==> src/rtl/reg_bus_master.sv <==
// ---------------------------------------------------------------------------
// reg_bus_master
//   Upstream bus master for reg_ctrl. Takes one register read/write command at
//   a time on a valid/ready request channel, drives the reg_ctrl bus until the
//   transfer completes or a ready-timeout fires, and returns the result on a
//   valid/ready response channel.
//
// Ports
//   clk, rstn                      clock (rising edge), async active-low reset
//   req_valid/req_ready            command handshake
//   req_wr, req_addr, req_wdata    command type, register address, write data
//   rsp_valid/rsp_ready            response handshake
//   rsp_wr, rsp_rdata, rsp_err     echoed type, read data (0 for writes and
//                                  aborts), timeout abort flag
//   sel, wr, addr, wdata           reg_ctrl bus outputs
//   rdata, ready                   reg_ctrl bus inputs
// ---------------------------------------------------------------------------
module reg_bus_master #(
    parameter int ADDR_WIDTH = 8,
    parameter int DATA_WIDTH = 16,
    parameter int TIMEOUT    = 15
) (
    input  logic                  clk,
    input  logic                  rstn,
    input  logic                  req_valid,
    output logic                  req_ready,
    input  logic                  req_wr,
    input  logic [ADDR_WIDTH-1:0] req_addr,
    input  logic [DATA_WIDTH-1:0] req_wdata,
    output logic                  rsp_valid,
    input  logic                  rsp_ready,
    output logic                  rsp_wr,
    output logic [DATA_WIDTH-1:0] rsp_rdata,
    output logic                  rsp_err,
    output logic                  sel,
    output logic                  wr,
    output logic [ADDR_WIDTH-1:0] addr,
    output logic [DATA_WIDTH-1:0] wdata,
    input  logic [DATA_WIDTH-1:0] rdata,
    input  logic                  ready
);

    localparam int                CNT_W   = (TIMEOUT > 2) ? $clog2(TIMEOUT) : 1;
    localparam logic [CNT_W-1:0]  CNT_MAX = CNT_W'(TIMEOUT - 1);

    typedef enum logic [1:0] {
        ST_IDLE,
        ST_BUS,
        ST_RDCAP,
        ST_RESP
    } state_e;

    state_e                state_q, state_d;
    logic [CNT_W-1:0]      cnt_q, cnt_d;
    logic                  wr_q, wr_d;
    logic [ADDR_WIDTH-1:0] addr_q, addr_d;
    logic [DATA_WIDTH-1:0] wdata_q, wdata_d;
    logic                  rsp_wr_q, rsp_wr_d;
    logic [DATA_WIDTH-1:0] rsp_rdata_q, rsp_rdata_d;
    logic                  rsp_err_q, rsp_err_d;

    // NOTE: every register here is a plain flop, so all of them take the async
    // reset; a reset mid-transfer drops sel at once because sel is decoded from
    // the state, and the in-flight command is simply forgotten.
    // NOTE: non-blocking assignments only in the clocked block, so every flop
    // samples the pre-edge value of the others.
    always_ff @(posedge clk or negedge rstn) begin
        if (!rstn) begin
            state_q     <= ST_IDLE;
            cnt_q       <= '0;
            wr_q        <= 1'b0;
            addr_q      <= '0;
            wdata_q     <= '0;
            rsp_wr_q    <= 1'b0;
            rsp_rdata_q <= '0;
            rsp_err_q   <= 1'b0;
        end else begin
            state_q     <= state_d;
            cnt_q       <= cnt_d;
            wr_q        <= wr_d;
            addr_q      <= addr_d;
            wdata_q     <= wdata_d;
            rsp_wr_q    <= rsp_wr_d;
            rsp_rdata_q <= rsp_rdata_d;
            rsp_err_q   <= rsp_err_d;
        end
    end

    always_comb begin
        // NOTE: hold-value defaults first so no path through the case leaves a
        // signal unassigned, which would otherwise infer a latch.
        state_d     = state_q;
        cnt_d       = cnt_q;
        wr_d        = wr_q;
        addr_d      = addr_q;
        wdata_d     = wdata_q;
        rsp_wr_d    = rsp_wr_q;
        rsp_rdata_d = rsp_rdata_q;
        rsp_err_d   = rsp_err_q;

        unique case (state_q)
            ST_IDLE: begin
                if (req_valid) begin
                    wr_d    = req_wr;
                    addr_d  = req_addr;
                    wdata_d = req_wdata;
                    cnt_d   = '0;
                    state_d = ST_BUS;
                end
            end
            ST_BUS: begin
                // Ready wins over the timeout, so a ready arriving on the very
                // last allowed cycle still completes normally.
                if (ready) begin
                    rsp_wr_d    = wr_q;
                    rsp_err_d   = 1'b0;
                    rsp_rdata_d = '0;
                    state_d     = wr_q ? ST_RESP : ST_RDCAP;
                end else if (cnt_q == CNT_MAX) begin
                    rsp_wr_d    = wr_q;
                    rsp_err_d   = 1'b1;
                    rsp_rdata_d = '0;
                    state_d     = ST_RESP;
                end else begin
                    // Abort fires at CNT_MAX, so the count never passes it.
                    cnt_d = cnt_q + CNT_W'(1);
                end
            end
            ST_RDCAP: begin
                // reg_ctrl presents read data one cycle after it accepted sel.
                rsp_rdata_d = rdata;
                state_d     = ST_RESP;
            end
            ST_RESP: begin
                if (rsp_ready) begin
                    state_d = ST_IDLE;
                end
            end
            default: state_d = ST_IDLE;
        endcase
    end

    // Handshake and select outputs decode the state only: no combinational
    // path from req_* or rsp_ready to any output.
    assign req_ready = (state_q == ST_IDLE);
    assign sel       = (state_q == ST_BUS);
    assign rsp_valid = (state_q == ST_RESP);
    assign wr        = wr_q;
    assign addr      = addr_q;
    assign wdata     = wdata_q;
    assign rsp_wr    = rsp_wr_q;
    assign rsp_rdata = rsp_rdata_q;
    assign rsp_err   = rsp_err_q;

endmodule

==> config.mk <==
export PLATFORM = sky130hd
export DESIGN_NAME = reg_bus_master
export DESIGN_NICKNAME = d
export VERILOG_FILES = /design/src/rtl/reg_bus_master.sv
export SDC_FILE = /design/constraint.sdc
export NUM_CORES = 1
export LEC_CHECK = 0
export BUFFER_PORTS_ARGS = -buffer_cell sky130_fd_sc_hd__buf_2
export CAP_MARGIN = 20
export CORE_UTILIZATION = 43
export DETAILED_ROUTE_END_ITERATION = 8
export PLACE_DENSITY = 0.85
export SLEW_MARGIN = 0
export SYNTH_ARGS = -nofsm -noshare
export SYNTH_HDL_FRONTEND = slang
export SYNTH_SLANG_ARGS = --single-unit
==> constraint.sdc <==
create_clock -name clk -period 1.75 [get_ports clk]
set_input_delay 0.0875 -clock clk [delete_from_list [all_inputs] [get_ports clk]]
set_output_delay 0.0875 -clock clk [all_outputs]
set_load 0.05 [all_outputs]
---- After elaboration in Yosys (flattened, before gate mapping) ----
Cells that the tools add are included.
storage, ports and cells
  register bits ........................... 49
  bits in latches ......................... 0
  memory bits (writable) .................. 0
  memory bits (read-only) ................. 0
  bits of input ports ..................... 46
  output and inout bits ................... 46
  memories ................................ 0
cells by class
  add/sub/neg operators ................... 1
  multipliers ............................. 0
  divide/modulo/power cells ............... 0
  order comparisons ....................... 0
  eq/ne operators ......................... 9
  shift-type cells ........................ 0
  mux-type cells .......................... 17
  bitwise logic cells ..................... 0
  reduce and logical (&&, ||, !) cells .... 9
operator list
  kind                                                                   count
  16-bit 2-to-1 mux                                                      2
  16-bit case mux with 2 select lines                                    1
  4-bit 2-to-1 mux                                                       3
  2-bit 2-to-1 mux                                                       4
  2-bit case mux with 4 select lines                                     1
  4-bit case mux with 2 select lines                                     1
  2-bit != test, second input constant                                   3
  2-bit AND reduction                                                    3
  2-bit nonzero test                                                     3
  1-bit 2-to-1 mux                                                       5
  4-bit by 1-bit adder with 4-bit output, second input constant          1
  2-bit equality test, second input constant                             2
  4-bit equality test, second input constant                             1
  4-bit AND reduction                                                    1
  3-bit by 1-bit != test with 1-bit output, second input constant        1
  3-bit AND reduction                                                    1
  2-bit by 1-bit equality test with 1-bit output, second input constant  1
  2-bit logical NOT                                                      1
  2-bit by 1-bit != test with 1-bit output, second input constant        1

---- Logic depth before layout (Yosys ltp) ----
Gate-level depths: netlist (run 1).
  word-level depth ........................ 4
  mapped depth ............................ 7
  gate-level depth less buffers ........... 5

---- Worst setup path before layout (run 1) ----
OpenSTA, ideal clock, no wires.
  kind .................................... register to register
  start point ............................. register state_q[0]
  end point ............................... register cnt_q[3]
  setup time .............................. 126 ps
  arrival time ............................ 2045 ps
  required time ........................... 1624 ps
  setup slack ............................. -421 ps
  stages on the path, launching flop included .. 6
  clock period less this slack ............ 2171 ps
  cells stage by stage .................... dfrtp_1 > inv_1 > ha_1 > nor2b_1 > or4_4 > a221o_1
between the ends
  cells in the longest elaborated chain, start to end .. 3
  elaborated cells between the ends (all ways) .. 8
RTL lines
  what                                                                  line  text
  from (decl)                                                           53    state_e state_q, state_d;
  from (signal assigned)                                                78    state_q <= state_d;
  2-bit logical NOT *                                                   --
  via req_ready                                                         26    output logic req_ready,
  2-bit != test (no line) / 2-bit nonzero test (equally long branches)  --
  4-bit AND reduction (no line)                                         --
  to (signal assigned)                                                  79    cnt_q <= cnt_d;
  to (decl)                                                             54    logic [CNT_W-1:0] cnt_q, cnt_d;
Mark *: on every way through the listed nets, which the timed path passes. The rest lies on a longest branch.
A chain may end at the register's enable or synchronous reset.

---- Worst setup path in the final report (run 1) ----
  start point ............................. register state_q[0]
  end point ............................... register cnt_q[3]
between the ends
  cells in the longest elaborated chain, start to end .. 3
  elaborated cells between the ends (all ways) .. 8
RTL lines
  what                                                                                        line  text
  2-bit by 1-bit equality test with 1-bit output / 2-bit logical NOT (equally long branches)  101   unique case (state_q)
  2-bit != test (no line) / 2-bit nonzero test (equally long branches)                        --
  4-bit AND reduction (no line)                                                               --
Parallel ways exist; a longest one is shown, timed or not.

==> results.yml, run 1 <==
routing:
  route.vias.total: 1631
  drc: 0
  wl_mm: 4.29
  drt_first_pass_iters: 4
  via_per_inst: 4.66
  drt_iter0_markers: 77
  wl_per_cell_um: 12.3
  postRouteAntennaNets: 0
global_routing:
  grt_max_degree: 26
  antenna_found_initial: 0
  grt_usage_pct: 18.0
  grt_pass1_wl_mm: 7.25
  overflow: 0
  grt_pass1_vias: 1714
clocking:
  clock_latency_ps: 300
  path_clk_slew_ps: 90
  cts-root-buf: "clkbuf_8"
  clk_path_buf_depth: 2
  cts_tree: "yes"
  cts.sinks: 49
  cts_htree_levels: 2
  numCtsBuffers: 5
die:
  die-area_mm2: 0.00532
  fp-row-count: 25
  start_util_pct: 45.2
  coreArea_mm2: 0.00479
  io_pins: 92
  die_h_um: 72.9
  die_x_um: 72.9
power:
  ir_worst_vdd_v: 0.00129
  finalPower_uw: 6700
  powerDensity_mw_per_mm2: 2220
  leakage_uw: 0.00156
sta:
  timing.final.crit_share_pct: 102
  relSlewSlack_pct: 79.1
  min_period_ps: 1790
  hold_violations: 0
  fin_tns_setup_ps: -35.1
  setup_ws_ps: -35.1
  timing.fmax_ghz: 0.560
  tightest_slew_ps: 314
  skew_ps: 5.45
  grt_setup_unrepaired: "true"
  drv_slew: 0
  setup_viol: 1
  hold_ws_ps: 13.9
job:
  cap_violations: 0
layout:
  diodes: 0
  fin_util_pct: 63.0
  drive_gt1_share_pct: 55.8
  final_cell_mix: "buf_2 (91), dfrtp_1 (48), mux2_2 (27), inv_1 (18)"
  syn2layout_area_growth_pct: 39.5
  final_cell_count_no_fill: 350
  layout_commonest_cell: "buf_2"
  fin_nets: 335
critical_path:
  cp-end-kind: "flop"
  start_kind: "flop"
  required_ps: 1940
  cp_max_fo: 4
  crit_type: "reg2reg"
  arrival_ps: 1980
worst_hold_path:
  hold_path.class: "in2reg"
synth:
  syn_nets: 225
  netlist_area_mm2: 0.00216
  yosysTopAreaCellShare_pct: 56.7
  syn_inst: 172
  ys_ff_latch: 49
  async_reset_ff_share_pct: 100
  muxShareOfSynthArea_pct: 21.9
  synth_edf_count: 0
  synth_compound_area_share_pct: 3.94
  yosys.area_share.simple_pct: 8.10
  yosysWarnings: 0
  synth_top_cells_by_area: "dfrtp_1 (57%), mux2_2 (14%), mux2i_1 (7.9%), ha_1 (4.1%), inv_1 (3.5%)"
  ys.flop_type: "dfrtp_1"
  synth_top_family_by_area: "multiplexers"
  synth_fa_ha_area_share_pct: 4.05
  synth_xor_area_share_pct: 0
  synth.avg_cell_area_um2: 12.6
  synthDistinctLibCells: 30
  yosys.area.top_type: "dfrtp_1"
  synth_sequential_area_ratio_pct: 56.7
placed_design:
  dp_cells: 338
  dp_hpwl_mm: 3.21
  place_congestion: 0.806
  io_buffers: 91
outcome:
  outcome: "finished, violations left"
  violations: "negative setup slack"
==> where the power goes <==
part,switching [uW],internal [uW]
logic,2570,1460
clock network,361,466
registers,250,1600
total,3180,3520
==> registers in the layout, summed over array words and instances (netlist names) <==
signal     count
wdata         16
state_q        2
wr             1
addr           8
rsp_err        1
rsp_rdata     16
cnt_q          4
rsp_wr         1
==> Yosys cell counts, drive strengths merged (2+ instances only) <==
cell,count
inv,20
mux2,27
nand3,2
nor2b,4
dfrtp,49
nand2b,3
a21oi,2
mux2i,17
ha,7
nand2,17
nor2,2
buf,3
clkbuf,4
==> through the flow <==
step | area [um2] | worst slack, ps
after floorplan | 2210 | -112
after global placement | 2850 | -23.6
after detailed placement | 2850 | -83.2
after CTS | 3000 | -25.0
after global routing | 3020 | -82.9
final | 3020 | -35.1
==> cell type report <==
class / count / area [um2]
Fill cell: 384 / 1770
Sequential cell: 49 / 1230
Multi-Input combinational cell: 96 / 888
Timing Repair Buffer: 110 / 626
Clock buffer: 7 / 86.3
Tap cell: 67 / 83.8
Inverter: 20 / 75.1
Clock inverter: 1 / 30.0
==> per-layer routing <==
metal	vias up	part of all wire [%]	global-route usage, %
li1	793	-	-
met1	774	43	21.2
met2	57	51	32.3
met3	7	4.8	3.87
met4	0	1.4	6.54
met5	-	0	0
==> cells by family after synthesis <==
kind of cell               after synthesis
AOI/OAI and AO/OA                       11
and+or+nand+nor                         34
buffers and inverters                   27
DFF                                     49
adders and majority gates                7
muxes                                   44
==> worst max-delay path, stage by stage, from the launching register on <==
cell     delay (ps)
dfrtp_2         440
inv_2            70
ha_4            170
nor2b_4         130
or4_4           540
a221o_1         320
==> final timing paths <==
check                                 to         start  depth (start not counted)  slack, ps
setup / recovery                cnt_q[3]    state_q[0]                          5        -40
hold / removal                  wdata[0]  req_wdata[0]                          2         10
setup reg to reg                cnt_q[3]    state_q[0]                          5        -40
hold reg to reg                 wdata[2]      wdata[2]                          1        500
max in group asynchronous     state_q[0]          rstn                          3       1180
min in group asynchronous  rsp_rdata[12]          rstn                          3        300
==> timing repair <==
action / 4_1_cts / 5_1_grt
endpoints found under the hold margin: 49 / 0
gates resized for setup: 2 / 1
hold buffers: 1 / 0
setup endpoints to repair: 2 / 3
buffers inserted: 2 / 1
(Power assumes the default switching activity.)
==> run 2: changes to the inputs <==
--- a/config.mk
+++ b/config.mk
@@ -7,6 +7,7 @@
 export LEC_CHECK = 0
 export BUFFER_PORTS_ARGS = -buffer_cell sky130_fd_sc_hd__buf_2
 export CAP_MARGIN = 20
+export CORE_ASPECT_RATIO = 0.8
 export CORE_UTILIZATION = 43
 export DETAILED_ROUTE_END_ITERATION = 8
 export PLACE_DENSITY = 0.85
==> run 2 against run 1 <==
  * The run still ends with negative setup slack left
  * Core utilization rose by 1.2 points
  * Fmax fell by 1.6%
  * Sequential cell count did not move
  * Clock skew rose by 5.2 ps
  * Die area barely moved
  * Total power rose by 0.69%
  * Combinational power rose by 2%
  * Wire length rose by 9.3%
  * Critical path type unchanged
  * Largest cell class unchanged
==> results.yml, run 2 (synthesis results as in run 1) <==
outcome:
  outcome: "finished, violations left"
  violations: "negative setup slack"
layout:
  drive_gt1_share_pct: 56.1
  final_cell_mix: "buf_2 (91), dfrtp_1 (48), mux2_2 (27), buf_4 (19), inv_1 (18)"
  syn2layout_area_growth_pct: 39.8
  fin_util_pct: 64.2
  fin_nets: 338
  diodes: 0
  final_cell_count_no_fill: 345
  seqCellArea_mm2: 0.00123
  n_fill_cell: 382
  multi_input_area_um2: 893
  layout_commonest_cell: "buf_2"
sta:
  timing.fmax_ghz: 0.551
  min_period_ps: 1810
  timing.final.crit_share_pct: 104
  skew_ps: 10.6
  setup_ws_ps: -64.3
  relSlewSlack_pct: 71.6
  tightest_slew_ps: 426
  drv_slew: 0
  fin_tns_setup_ps: -64.3
  setup_viol: 1
  hold_ws_ps: 9.07
  hold_violations: 0
  grt_setup_unrepaired: "true"
placed_design:
  io_buffers: 91
  dp_cells: 331
  dp_hpwl_mm: 3.52
  place_ws_ps: -77.4
  place_congestion: 0.831
global_routing:
  use_met1_pct: 22.3
  grt_max_degree: 26
  overflow: 0
  grt_usage_pct: 19.3
  antenna_found_initial: 0
  use_met3_pct: 5.28
  grt_busiest_layer: "met2"
  grt_pass1_vias: 1704
  gr-usage-met2_pct: 32.9
  grt_pass1_wl_mm: 7.60
die:
  fp-row-count: 22
  die-area_mm2: 0.00532
  die_h_um: 65.4
  coreArea_mm2: 0.00471
  die_x_um: 81.3
  io_pins: 92
  start_util_pct: 45.9
critical_path:
  startpoint: "state_q[0]"
  cp-end-kind: "flop"
  arrival_ps: 2000
  crit_type: "reg2reg"
  r2r_start: "state_q[0]"
  start_kind: "flop"
  cp_max_fo: 5
  required_ps: 1930
worst_hold_path:
  hold_path.class: "in2reg"
  hold_start: "req_wdata[6]"
routing:
  wl_mm: 4.69
  route.vias.total: 1658
  drc: 0
  drt_first_pass_iters: 4
  postRouteAntennaNets: 0
  wl_per_cell_um: 13.6
  drt_iter0_markers: 35
  via_per_inst: 4.81
power:
  ir_worst_vdd_v: 0.00138
  leakage_uw: 0.00158
  powerDensity_mw_per_mm2: 2230
clocking:
  path_clk_slew_ps: 90
  clock_latency_ps: 300
  numCtsBuffers: 5
  cts_htree_levels: 2
  clk_path_buf_depth: 2
  cts_tree: "yes"
  cts-root-buf: "clkbuf_8"
  cts.sinks: 49
job:
  cap_violations: 0
==> run 2: area by class of cell <==
type                    count  share of cell area (%)
repair buffers            113                    21.4
inverters                  20                    2.48
flip-flops and latches     49                    40.6
clock buffers               5                    2.28
multi-input cells          96                    29.6
clock inverters             2                    1.16
well taps                  60                    2.48
==> run 2: where the power goes <==
part | internal [uW] | switching (uW) | leakage [uW]
Sequential | 1600 | 255 | 0.000613
Clock | 416 | 355 | 0.0000540
Combinational | 1500 | 2620 | 0.000911
Total | 3520 | 3230 | 0.00158
==> run 2: worst paths after layout <==
| check | end | slack [ps] | cells past startpoint |
|---|---|---|---|
| max | cnt_q[3] | -60 | 5 |
| min | wdata[6] | 9 | 2 |
| max reg2reg | cnt_q[3] | -60 | 5 |
| min reg2reg | wdata[10] | 510 | 1 |
| max in group asynchronous | state_q[0] | 920 | 3 |
| min in group asynchronous | wdata[9] | 250 | 2 |
==> run 2: what timing repair did <==
item	4_1_cts	5_1_grt
endpoints found under the hold margin	17	0
hold buffers	1	0
pin swaps	2	1
setup endpoints to repair	1	5
buffers inserted	3	3
resized for setup	0	3
==> run 2: per-layer routing <==
metal | routed length, um | part of all wire (%)
met2 | 2230 | 48
met4 | 83 | 1.8
met5 | 0 | 0
met3 | 336 | 7.2
met1 | 2040 | 43
==> run 2: per-stage QoR <==
stage / instance area, um2 / power, uW
2_1_floorplan: 2210 / 4830
3_3_place_gp: 2840 / 5730
3_5_place_dp: 2840 / 5860
4_1_cts: 2980 / 6700
5_1_grt: 3020 / 7110
6_report: 3020 / 6750
==> run 2: critical path, stage by stage, from the launching register on <==
cell and delay [ps]:
dfrtp_2 440, inv_2 70, ha_4 180, nor2b_4 140
or4_4 550, a221o_1 320
==> run 3: changes to the inputs <==
--- a/config.mk
+++ b/config.mk
@@ -11,6 +11,7 @@
 export CORE_UTILIZATION = 43
 export DETAILED_ROUTE_END_ITERATION = 8
 export PLACE_DENSITY = 0.85
+export REMOVE_ABC_BUFFERS = 1
 export SLEW_MARGIN = 0
 export SYNTH_ARGS = -nofsm -noshare
 export SYNTH_HDL_FRONTEND = slang
==> run 3 against run 2 <==
  * The flow still finishes with violations (negative setup slack)
  * Final cell count is 0.58% lower
  * Combinational power shrank 3%
  * First-iteration DRC count is the same
  * Sequential share of layout area increased by 0.28 points
  * Setup slack better by 51 ps
  * Total power down 2.1%
  * Global-route usage down 1.5 points
  * Core utilization down 0.51 points
  * Sequential cell count unchanged
  * Die area did not move
  * Design area shrank 0.79%
  * Via count fell by 2.6%
  * Largest cell class unchanged
==> results.yml, run 3 (synthesis results as in run 1) <==
clocking:
  numCtsBuffers: 5
  cts.sinks: 49
  cts_tree: "yes"
  clock_latency_ps: 300
  cts-root-buf: "clkbuf_8"
  path_clk_slew_ps: 90
  cts_htree_levels: 2
  clk_path_buf_depth: 2
routing:
  wl_mm: 4.33
  drt_first_pass_iters: 4
  drc: 0
  wl_per_cell_um: 12.6
  postRouteAntennaNets: 0
  via_per_inst: 4.71
  route.vias.total: 1615
  drt_iter0_markers: 35
placed_design:
  dp_hpwl_mm: 3.29
  place_congestion: 0.805
  place_ws_ps: -119
  dp_cells: 332
  io_buffers: 91
layout:
  layout_commonest_cell: "buf_2"
  diodes: 0
  n_fill_cell: 379
  multi_input_area_um2: 863
  final_cell_count_no_fill: 343
  final_cell_mix: "buf_2 (91), dfrtp_1 (49), mux2_2 (27), inv_1 (18)"
  drive_gt1_share_pct: 55.1
  fin_nets: 335
  syn2layout_area_growth_pct: 38.7
  seqCellArea_mm2: 0.00123
power:
  powerDensity_mw_per_mm2: 2200
  ir_worst_vdd_v: 0.00145
  leakage_uw: 0.00156
global_routing:
  use_met1_pct: 20.6
  grt_busiest_layer: "met2"
  overflow: 0
  grt_usage_pct: 17.8
  grt_pass1_wl_mm: 7.05
  grt_pass1_vias: 1659
  gr-usage-met2_pct: 30.7
  use_met3_pct: 5.83
  antenna_found_initial: 0
  grt_max_degree: 26
sta:
  grt_setup_unrepaired: "true"
  setup_viol: 2
  relSlewSlack_pct: 60.8
  drv_slew: 0
  hold_violations: 0
  min_period_ps: 1760
  skew_ps: 6.94
  setup_ws_ps: -13.2
  timing.fmax_ghz: 0.567
  timing.final.crit_share_pct: 101
  tightest_slew_ps: 588
critical_path:
  crit_slowest_cell: "or4_4"
  cpPeakStageDelay_ps: 540
  crit_type: "reg2reg"
  required_ps: 1930
  r2r_start: "state_q[0]"
  crit_chain: "ha_2, and2_4, or4_4, a221o_1"
  start_kind: "flop"
  startpoint: "state_q[0]"
  cp_max_fo: 4
  cp-end-kind: "flop"
  arrival_ps: 1940
die:
  die_h_um: 65.4
  start_util_pct: 45.9
  die_x_um: 81.3
  die-area_mm2: 0.00532
  coreArea_mm2: 0.00471
  fp-row-count: 22
  io_pins: 92
worst_hold_path:
  hold_path.class: "in2reg"
  hold_start: "req_addr[2]"
outcome:
  outcome: "finished, violations left"
  violations: "negative setup slack"
job:
  cap_violations: 0
[run 3: cell count changes in the layout (fill, tap and decap cells not counted), sizes merged]
cell and delta:
dlygate4sd3 +1, buf -4, clkbuf +1
[run 3: area by class of cell]
class	instances	area share, %
clock buffer	6	2.42
clock inverter	2	1.29
inverter	20	2.50
multi-input combinational	96	28.8
sequential	49	40.9
tap	60	2.50
timing repair buffer	110	21.6
[run 3: power breakdown]
part | internal, uW | switching, uW | leakage [uW]
sequential | 1600 | 248 | 0.000614
combinational | 1430 | 2550 | 0.000895
clock | 429 | 353 | 0.0000554
total | 3450 | 3150 | 0.00156
[run 3: final timing paths]
path | to | slack (ps) | cells past startpoint
worst max register to register | cnt_q[3] | -10 | 4
worst min-delay path | addr[2] | 10 | 2
min in group asynchronous | wr | 330 | 2
worst max-delay path | cnt_q[3] | -10 | 4
max in group asynchronous | rsp_rdata[1] | 900 | 3
worst min register to register | addr[2] | 510 | 1
[run 3: per-layer routing]
layer  routed length [um]  share of wire [%]
met1                 1990                 46
met2                 1940                 45
met3                  341                7.9
met4                   51                1.2
met5                    0                  0
[run 3: worst max-delay path, delay by kind of cell, from the launching register on]
kind	cells	cell delay [ps]
flops	1	430
compound gates	1	320
fa+ha+maj	1	200
simple gates	2	690
[run 3: what timing repair did]
item,4_1_cts,5_1_grt
pin swaps,4,0
endpoints found under the hold margin,24,1
gates resized for setup,12,2
setup endpoints to repair,6,4
hold buffers,1,1
buffers inserted,1,0
[run 3: through the flow]
step / power (uW) / hold slack, ps / area (um2) / setup TNS [ps] / util, %
6_report: 6610 / 13.9 / 3000 / -20.2 / 63.7
5_1_grt: 6990 / 0.264 / 3000 / -193 / 63.7
4_1_cts: 6660 / 2.94 / 2990 / -12.0 / 63.4
3_5_place_dp: 5760 / 116 / 2820 / -325 / 59.8
3_3_place_gp: 5640 / 121 / 2820 / -86.9 / 59.8
2_1_floorplan: 5060 / -208 / 2120 / -31070 / -
